**src/rtl/mini_src_pkg.sv**
```systemverilog
// Shared constants for the Mini-SRC control path: opcodes, sequencer state codes
// and the instruction classes that pick the execute-phase strobe pattern.
package mini_src_pkg;

   localparam int OPCODE_W = 5;

   localparam logic [OPCODE_W-1:0] OP_ADD  = 5'b00011;
   localparam logic [OPCODE_W-1:0] OP_SUB  = 5'b00100;
   localparam logic [OPCODE_W-1:0] OP_AND  = 5'b01001;
   localparam logic [OPCODE_W-1:0] OP_OR   = 5'b01010;
   localparam logic [OPCODE_W-1:0] OP_MUL  = 5'b01110;
   localparam logic [OPCODE_W-1:0] OP_DIV  = 5'b01111;
   localparam logic [OPCODE_W-1:0] OP_NEG  = 5'b10000;
   localparam logic [OPCODE_W-1:0] OP_NOT  = 5'b10001;
   localparam logic [OPCODE_W-1:0] OP_NOP  = 5'b11010;
   localparam logic [OPCODE_W-1:0] OP_HALT = 5'b11011;

   localparam logic [3:0] S_RST  = 4'd0;
   localparam logic [3:0] S_T0   = 4'd1;
   localparam logic [3:0] S_T1   = 4'd2;
   localparam logic [3:0] S_T2   = 4'd3;
   localparam logic [3:0] S_T3   = 4'd4;
   localparam logic [3:0] S_T4   = 4'd5;
   localparam logic [3:0] S_T5   = 4'd6;
   localparam logic [3:0] S_T6   = 4'd7;
   localparam logic [3:0] S_HALT = 4'd8;

   typedef enum logic [2:0] {
      CLS_ALU3   = 3'd0,
      CLS_MULDIV = 3'd1,
      CLS_UNARY  = 3'd2,
      CLS_NOP    = 3'd3,
      CLS_HALT   = 3'd4,
      CLS_ILL    = 3'd5
   } op_class_t;

endpackage

```
**src/rtl/opcode_classify.sv**
```systemverilog
// Maps an opcode onto its execution class; anything not recognised is flagged illegal.
module opcode_classify
   import mini_src_pkg::*;
(
   input  logic [OPCODE_W-1:0] opcode,
   output op_class_t           op_class,
   output logic                illegal
);

   always_comb begin
      op_class = CLS_ILL;
      case (opcode)
         OP_ADD, OP_SUB, OP_AND, OP_OR: op_class = CLS_ALU3;
         OP_MUL, OP_DIV:                op_class = CLS_MULDIV;
         OP_NEG, OP_NOT:                op_class = CLS_UNARY;
         OP_NOP:                        op_class = CLS_NOP;
         OP_HALT:                       op_class = CLS_HALT;
         default:                       op_class = CLS_ILL;
      endcase
      illegal = (op_class == CLS_ILL);
   end

endmodule

```
**src/rtl/control_sequencer.sv**
```systemverilog
// Hardwired Mini-SRC control unit: fetch T0-T2, decode in T3, class-specific execute
// cycles, then back to T0 (or HALT when a stop is pending).
//
// state | meaning
// RST   | post-clear, all strobes idle
// T0    | PC -> MAR, PC+1 -> Z
// T1    | Z -> PC, memory read into MDR
// T2    | MDR -> IR
// T3-T6 | execute cycles, pattern chosen by opcode class
// HALT  | stopped, run=0, left only by clear
module control_sequencer
   import mini_src_pkg::*;
#(
   parameter int OP_W = OPCODE_W
)(
   input  logic            Clock,
   input  logic            clear,
   input  logic [31:0]     IR,
   input  logic            stop,
   output logic            PCout,
   output logic            Zlowout,
   output logic            Zhighout,
   output logic            MDRout,
   output logic            Rout,
   output logic            MARin,
   output logic            Zin,
   output logic            PCin,
   output logic            MDRin,
   output logic            IRin,
   output logic            Yin,
   output logic            LOin,
   output logic            HIin,
   output logic            Rin,
   output logic            Gra,
   output logic            Grb,
   output logic            Grc,
   output logic            IncPC,
   output logic            Read,
   output logic [OP_W-1:0] alu_op,
   output logic            run,
   output logic            illegal
);

   logic [3:0]      state, state_nxt, fin_state;
   op_class_t       cls_dec, cls_q, cls;
   logic [OP_W-1:0] op_q, op;
   logic            dec_ill;
   logic            stop_pend;
   logic            unused_ir;

   assign unused_ir = ^IR[31-OP_W:0];

   opcode_classify u_classify (
      .opcode   (IR[31 -: OPCODE_W]),
      .op_class (cls_dec),
      .illegal  (dec_ill)
   );

   // IR is only trusted in T3, so T3 decodes live and later states use the latched copy
   assign cls       = (state == S_T3) ? cls_dec : cls_q;
   assign op        = (state == S_T3) ? IR[31 -: OP_W] : op_q;
   assign fin_state = (stop_pend || stop) ? S_HALT : S_T0;

   always_comb begin
      state_nxt = S_RST;
      case (state)
         S_RST:  state_nxt = S_T0;
         S_T0:   state_nxt = S_T1;
         S_T1:   state_nxt = S_T2;
         S_T2:   state_nxt = S_T3;
         S_T3:
            case (cls)
               CLS_ALU3, CLS_MULDIV, CLS_UNARY: state_nxt = S_T4;
               CLS_HALT:                        state_nxt = S_HALT;
               default:                         state_nxt = fin_state;
            endcase
         S_T4:   state_nxt = (cls == CLS_UNARY) ? fin_state : S_T5;
         S_T5:   state_nxt = (cls == CLS_MULDIV) ? S_T6 : fin_state;
         S_T6:   state_nxt = fin_state;
         S_HALT: state_nxt = S_HALT;
         default: state_nxt = S_RST;
      endcase
   end

   always_ff @(posedge Clock) begin
      if (clear) begin
         state     <= S_RST;
         cls_q     <= CLS_NOP;
         op_q      <= '0;
         stop_pend <= 1'b0;
         illegal   <= 1'b0;
      end else begin
         state <= state_nxt;
         if (state == S_T3) begin
            cls_q <= cls_dec;
            op_q  <= IR[31 -: OP_W];
            if (dec_ill) illegal <= 1'b1;
         end
         if (state_nxt == S_HALT)
            stop_pend <= 1'b0;
         else if (stop && state != S_HALT)
            stop_pend <= 1'b1;
      end
   end

   always_comb begin
      PCout = 1'b0; Zlowout = 1'b0; Zhighout = 1'b0; MDRout = 1'b0; Rout = 1'b0;
      MARin = 1'b0; Zin = 1'b0; PCin = 1'b0; MDRin = 1'b0; IRin = 1'b0;
      Yin = 1'b0; LOin = 1'b0; HIin = 1'b0; Rin = 1'b0;
      Gra = 1'b0; Grb = 1'b0; Grc = 1'b0; IncPC = 1'b0; Read = 1'b0;
      alu_op = '0;
      run = (state != S_HALT);
      case (state)
         S_T0: begin PCout = 1'b1; MARin = 1'b1; IncPC = 1'b1; Zin = 1'b1; end
         S_T1: begin Zlowout = 1'b1; PCin = 1'b1; Read = 1'b1; MDRin = 1'b1; end
         S_T2: begin MDRout = 1'b1; IRin = 1'b1; end
         S_T3:
            case (cls)
               CLS_ALU3:   begin Grb = 1'b1; Rout = 1'b1; Yin = 1'b1; end
               CLS_MULDIV: begin Gra = 1'b1; Rout = 1'b1; Yin = 1'b1; end
               CLS_UNARY:  begin Grb = 1'b1; Rout = 1'b1; Zin = 1'b1; alu_op = op; end
               default: ;
            endcase
         S_T4:
            case (cls)
               CLS_ALU3:   begin Grc = 1'b1; Rout = 1'b1; Zin = 1'b1; alu_op = op; end
               CLS_MULDIV: begin Grb = 1'b1; Rout = 1'b1; Zin = 1'b1; alu_op = op; end
               CLS_UNARY:  begin Zlowout = 1'b1; Gra = 1'b1; Rin = 1'b1; end
               default: ;
            endcase
         S_T5:
            case (cls)
               CLS_ALU3:   begin Zlowout = 1'b1; Gra = 1'b1; Rin = 1'b1; end
               CLS_MULDIV: begin Zlowout = 1'b1; LOin = 1'b1; end
               default: ;
            endcase
         S_T6:
            if (cls == CLS_MULDIV) begin
               Zhighout = 1'b1; HIin = 1'b1;
            end
         default: ;
      endcase
   end

endmodule

```
**config.mk**
```make
export PLATFORM = sky130hd
export DESIGN_NAME = control_sequencer
export DESIGN_NICKNAME = d
export VERILOG_FILES = /design/src/rtl/mini_src_pkg.sv /design/src/rtl/opcode_classify.sv /design/src/rtl/control_sequencer.sv
export SDC_FILE = /design/constraint.sdc
export NUM_CORES = 1
export LEC_CHECK = 0
export BUFFER_PORTS_ARGS = -buffer_cell sky130_fd_sc_hd__buf_2
export CORE_MARGIN = 2
export CORE_UTILIZATION = 40
export CTS_BUF_LIST = sky130_fd_sc_hd__clkbuf_16
export CTS_CLUSTER_SIZE = 20
export DETAILED_ROUTE_END_ITERATION = 6
export PLACE_DENSITY = 0.82
export SLEW_MARGIN = 20
export SYNTH_ARGS = -nofsm -noshare
export SYNTH_HDL_FRONTEND = slang
export SYNTH_SLANG_ARGS = --single-unit
```
**constraint.sdc**
```tcl
create_clock -name Clock -period 2.13 [get_ports Clock]
set_input_delay 0.5325 -clock Clock [delete_from_list [all_inputs] [get_ports Clock]]
set_output_delay 0.5325 -clock Clock [all_outputs]
set_load 0.01 [all_outputs]
```
==> impl_metrics.toml <==
[finish]
antenna_cells = 0
finalInstanceArea_um2 = 1840
syn_to_final_growth_pct = 64.3
fillers = 225
final_util_pct = 67.8
drive_gt1_share_pct = 55.2
final_cells = 243
fin_nets = 251

[yosys]
synth_top_area_share_pct = 25.1
ys.flop_type = "dfxtp_1"
synth_area_leaders = "dfxtp_1 25%, nand2_1 6.7%, nor3_1 5.8%"
postSynthCellCount = 150
synthesis.area_um2 = 1120
async_flop_share_pct = 0
seq_area_frac_synth_pct = 25.1
yosysUniqueCellTypes = 42
synth_edf_count = 0
synth.ff_latch_count = 14
syn_nets = 188
yosys.area.top_type = "dfxtp_1"
synth_most_common_cell = "nand2_1"
yosysWarnings = 0
synth.avg_cell_area_um2 = 7.46
ys_top_cells_by_count = "20 x nand2_1, 14 x dfxtp_1, 13 x nor3_1"

[setup_path]
crit_type = "input pin to output pin"
cp-startpoint = "IR[27]"
endpoint_kind = "output pin"
cpPeakStageDelay_ns = 0.31
r2r-start = "state[0]"
rrSetupSlack_ns = 0.07
r2r-end = "state[3]"
worstPathRequired_ns = 1.60
worstPathCellList = "buf_12 > inv_8 > ha_4 > mux2i_2 > nor3_2 > o311a_1 > nor2_2 > nor4_2 > buf_2"
arrival_ns = 2.03
cp_max_fo = 4
worst-r2r-cell-count = 5
slowest_stage = "nor4_2"
worstSetupStartpointType = "input pin"

[timing]
finalHoldViolations = 0
timing.final.ws_setup_ns = -0.432
clock-skew-final_ns = 0.00797
period_needed_ns = 2.56
period_share_pct = 120
finalMaxSlewViolations = 0
timing.fmax_mhz = 390
relSlewSlack_pct = 63.7
setup_violations = 11
holdWs_ns = 0.454
rsz0062_at_grt = "yes"
finalSetupTns_ns = -3.82
worst_pin_slew_ns = 0.539

[floorplan]
coreArea_um2 = 2710
die_y_um = 56.9
start_util_pct = 41.3
die_w_um = 56.9
io_pins = 61
die_area_um2 = 3240
rows = 19

[clock_network]
clock_sinks = 14
clkTransAtPathRegs_ns = 0.04
cts_inserted_buffers = 3
clk_path_buf_depth = 2
cts_tree = "done"
clock_latency_ns = 0.25
htreeDepth = 1
root_buffer = "clkbuf_16"
cts_hold_buffers = 0

[power]
switching_share_pct = 32.4
p_leak_nw = 0.867
switchingPower_mw = 0.349
finalPower_mw = 1.08
powerDensity_nw_per_um2 = 586
pwr-share-clk_pct = 33.8
p_int_mw = 0.729
power_frac_comb_pct = 38.4
ir_worst_vdd_mv = 0.503
seqPwrFrac_pct = 27.8

[placement]
place_inst = 233
placed_area_um2 = 1570
place_hpwl_mm = 2.50
portBuffers = 33
place_congestion = 0.892
dp_slack_ns = -0.533

[route]
drc_errors = 0
via_per_inst = 5.79
routed_wl_mm = 3.75
drt_iter0_drc = 58
first_pass_iters = 4
wire_per_inst_um = 15.4
vias = 1406
antenna_left = 0

[global_route]
grt_pass1_vias = 1313
grt_max_degree = 17
grt_usage_pct = 23.2
grt_pass1_wl_mm = 5.87
overflow = 0
antenna_found_initial = 0

[worst_hold_path]
holdPathStages = 2
hp-start = "op_q[3]"
hold_end = "op_q[3]"
worstHoldPathType = "flop to flop"

[job]
maxCapViolations = 0

[outcome]
violations = "setup timing"
status = "finished, violations left"
[worst max-delay path by stage]
stage	depth (start not counted)	slack [ns]	end
2_1_floorplan	5	-0.12	Zin
3_3_place_gp	9	-0.51	alu_op[4]
3_5_place_dp	9	-0.53	alu_op[4]
4_1_cts	9	-0.47	alu_op[4]
5_1_grt	9	-0.55	alu_op[4]
6_report	9	-0.43	alu_op[4]
[metal layers]
layer / global-route usage [%] / wire length [um] / up-vias
li1: - / - / 663
met1: 25.6 / 1450 / 670
met2: 41.9 / 1980 / 59
met3: 4.61 / 203 / 14
met4: 11.3 / 119 / 0
met5: 0 / 0 / -
[worst max-delay path: cells and delay by family]
| kind | cells | cell delay [ns] |
|---|---|---|
| simple gates | 3 | 0.58 |
| mux | 1 | 0.07 |
| buf+inv | 3 | 0.30 |
| fa+ha+maj | 1 | 0.26 |
| compound gates | 1 | 0.29 |
[layout by cell type (no fill, tap or decap), types with 2 or more instances in the layout]
| cell type | synthesis | routed |
|---|---|---|
| o21ai_0 | 4 | 3 |
| buf_12 | 0 | 2 |
| a21oi_1 | 11 | 11 |
| ha_4 | 0 | 2 |
| or3b_2 | 2 | 2 |
| and2_4 | 0 | 3 |
| nand2_1 | 20 | 19 |
| nor4_1 | 5 | 3 |
| mux2i_1 | 3 | 2 |
| nor2_2 | 0 | 2 |
| buf_6 | 2 | 6 |
| a32o_2 | 0 | 3 |
| nor2_1 | 12 | 10 |
| and3b_1 | 2 | 2 |
| clkbuf_16 | 0 | 3 |
| mux2_4 | 0 | 2 |
| dfxtp_2 | 0 | 3 |
| dfxtp_1 | 14 | 11 |
| inv_8 | 0 | 2 |
| nor3_2 | 0 | 5 |
| nand3b_1 | 2 | 2 |
| buf_4 | 6 | 37 |
| a31oi_1 | 2 | 2 |
| nor3_1 | 13 | 8 |
| o21ba_2 | 2 | 2 |
| buf_2 | 1 | 28 |
| a211oi_1 | 3 | 2 |
| o21a_1 | 2 | 2 |
| inv_1 | 4 | 2 |
| nor2b_1 | 3 | 3 |
[registers in the layout (all words and copies together) (netlist names)]
name	cells
cls_q	3
illegal	1
op_q	5
stop_pend	1
state	4
[power by group through the flow]
stage | sequential, mW | clock [mW] | combinational, mW
detailed placement | 0.300 | 0 | 0.343
global route | 0.301 | 0.378 | 0.448
floorplan | 0.297 | 0 | 0.240
finish | 0.299 | 0.364 | 0.414
global placement | 0.299 | 0 | 0.336
CTS | 0.296 | 0.368 | 0.377
[cells by family (layout without fill, tap and decap cells)]
logic type | count (synthesis) | in the layout | synth area share [%]
AND/OR/NAND/NOR | 74 | 74 | 35.1
AO/OA/AOI/OAI | 35 | 35 | 21.9
multiplexers | 5 | 5 | 4.70
adder cells (fa/ha/maj) | 3 | 3 | 3.36
buffers and inverters | 19 | 81 | 9.84
flip-flops | 14 | 14 | 25.1
[timing repair]
action	CTS	global route
endpoints found under the hold margin	0	0
buffers inserted	4	3
gates resized for setup	19	14
setup endpoints to repair	12	15
pin swaps	10	10
[layout make-up]
cell class | count | area (um^2) | area share, %
clock buffer | 3 | 75.1 | 4.08
clock inverter | 1 | 3.75 | 0.204
inverter | 4 | 30.0 | 1.63
multi-input combinational | 117 | 881 | 47.9
sequential | 14 | 284 | 15.5
tap | 31 | 38.8 | 2.11
timing repair buffer | 73 | 526 | 28.6
Power figures use the tool's default switching activity.
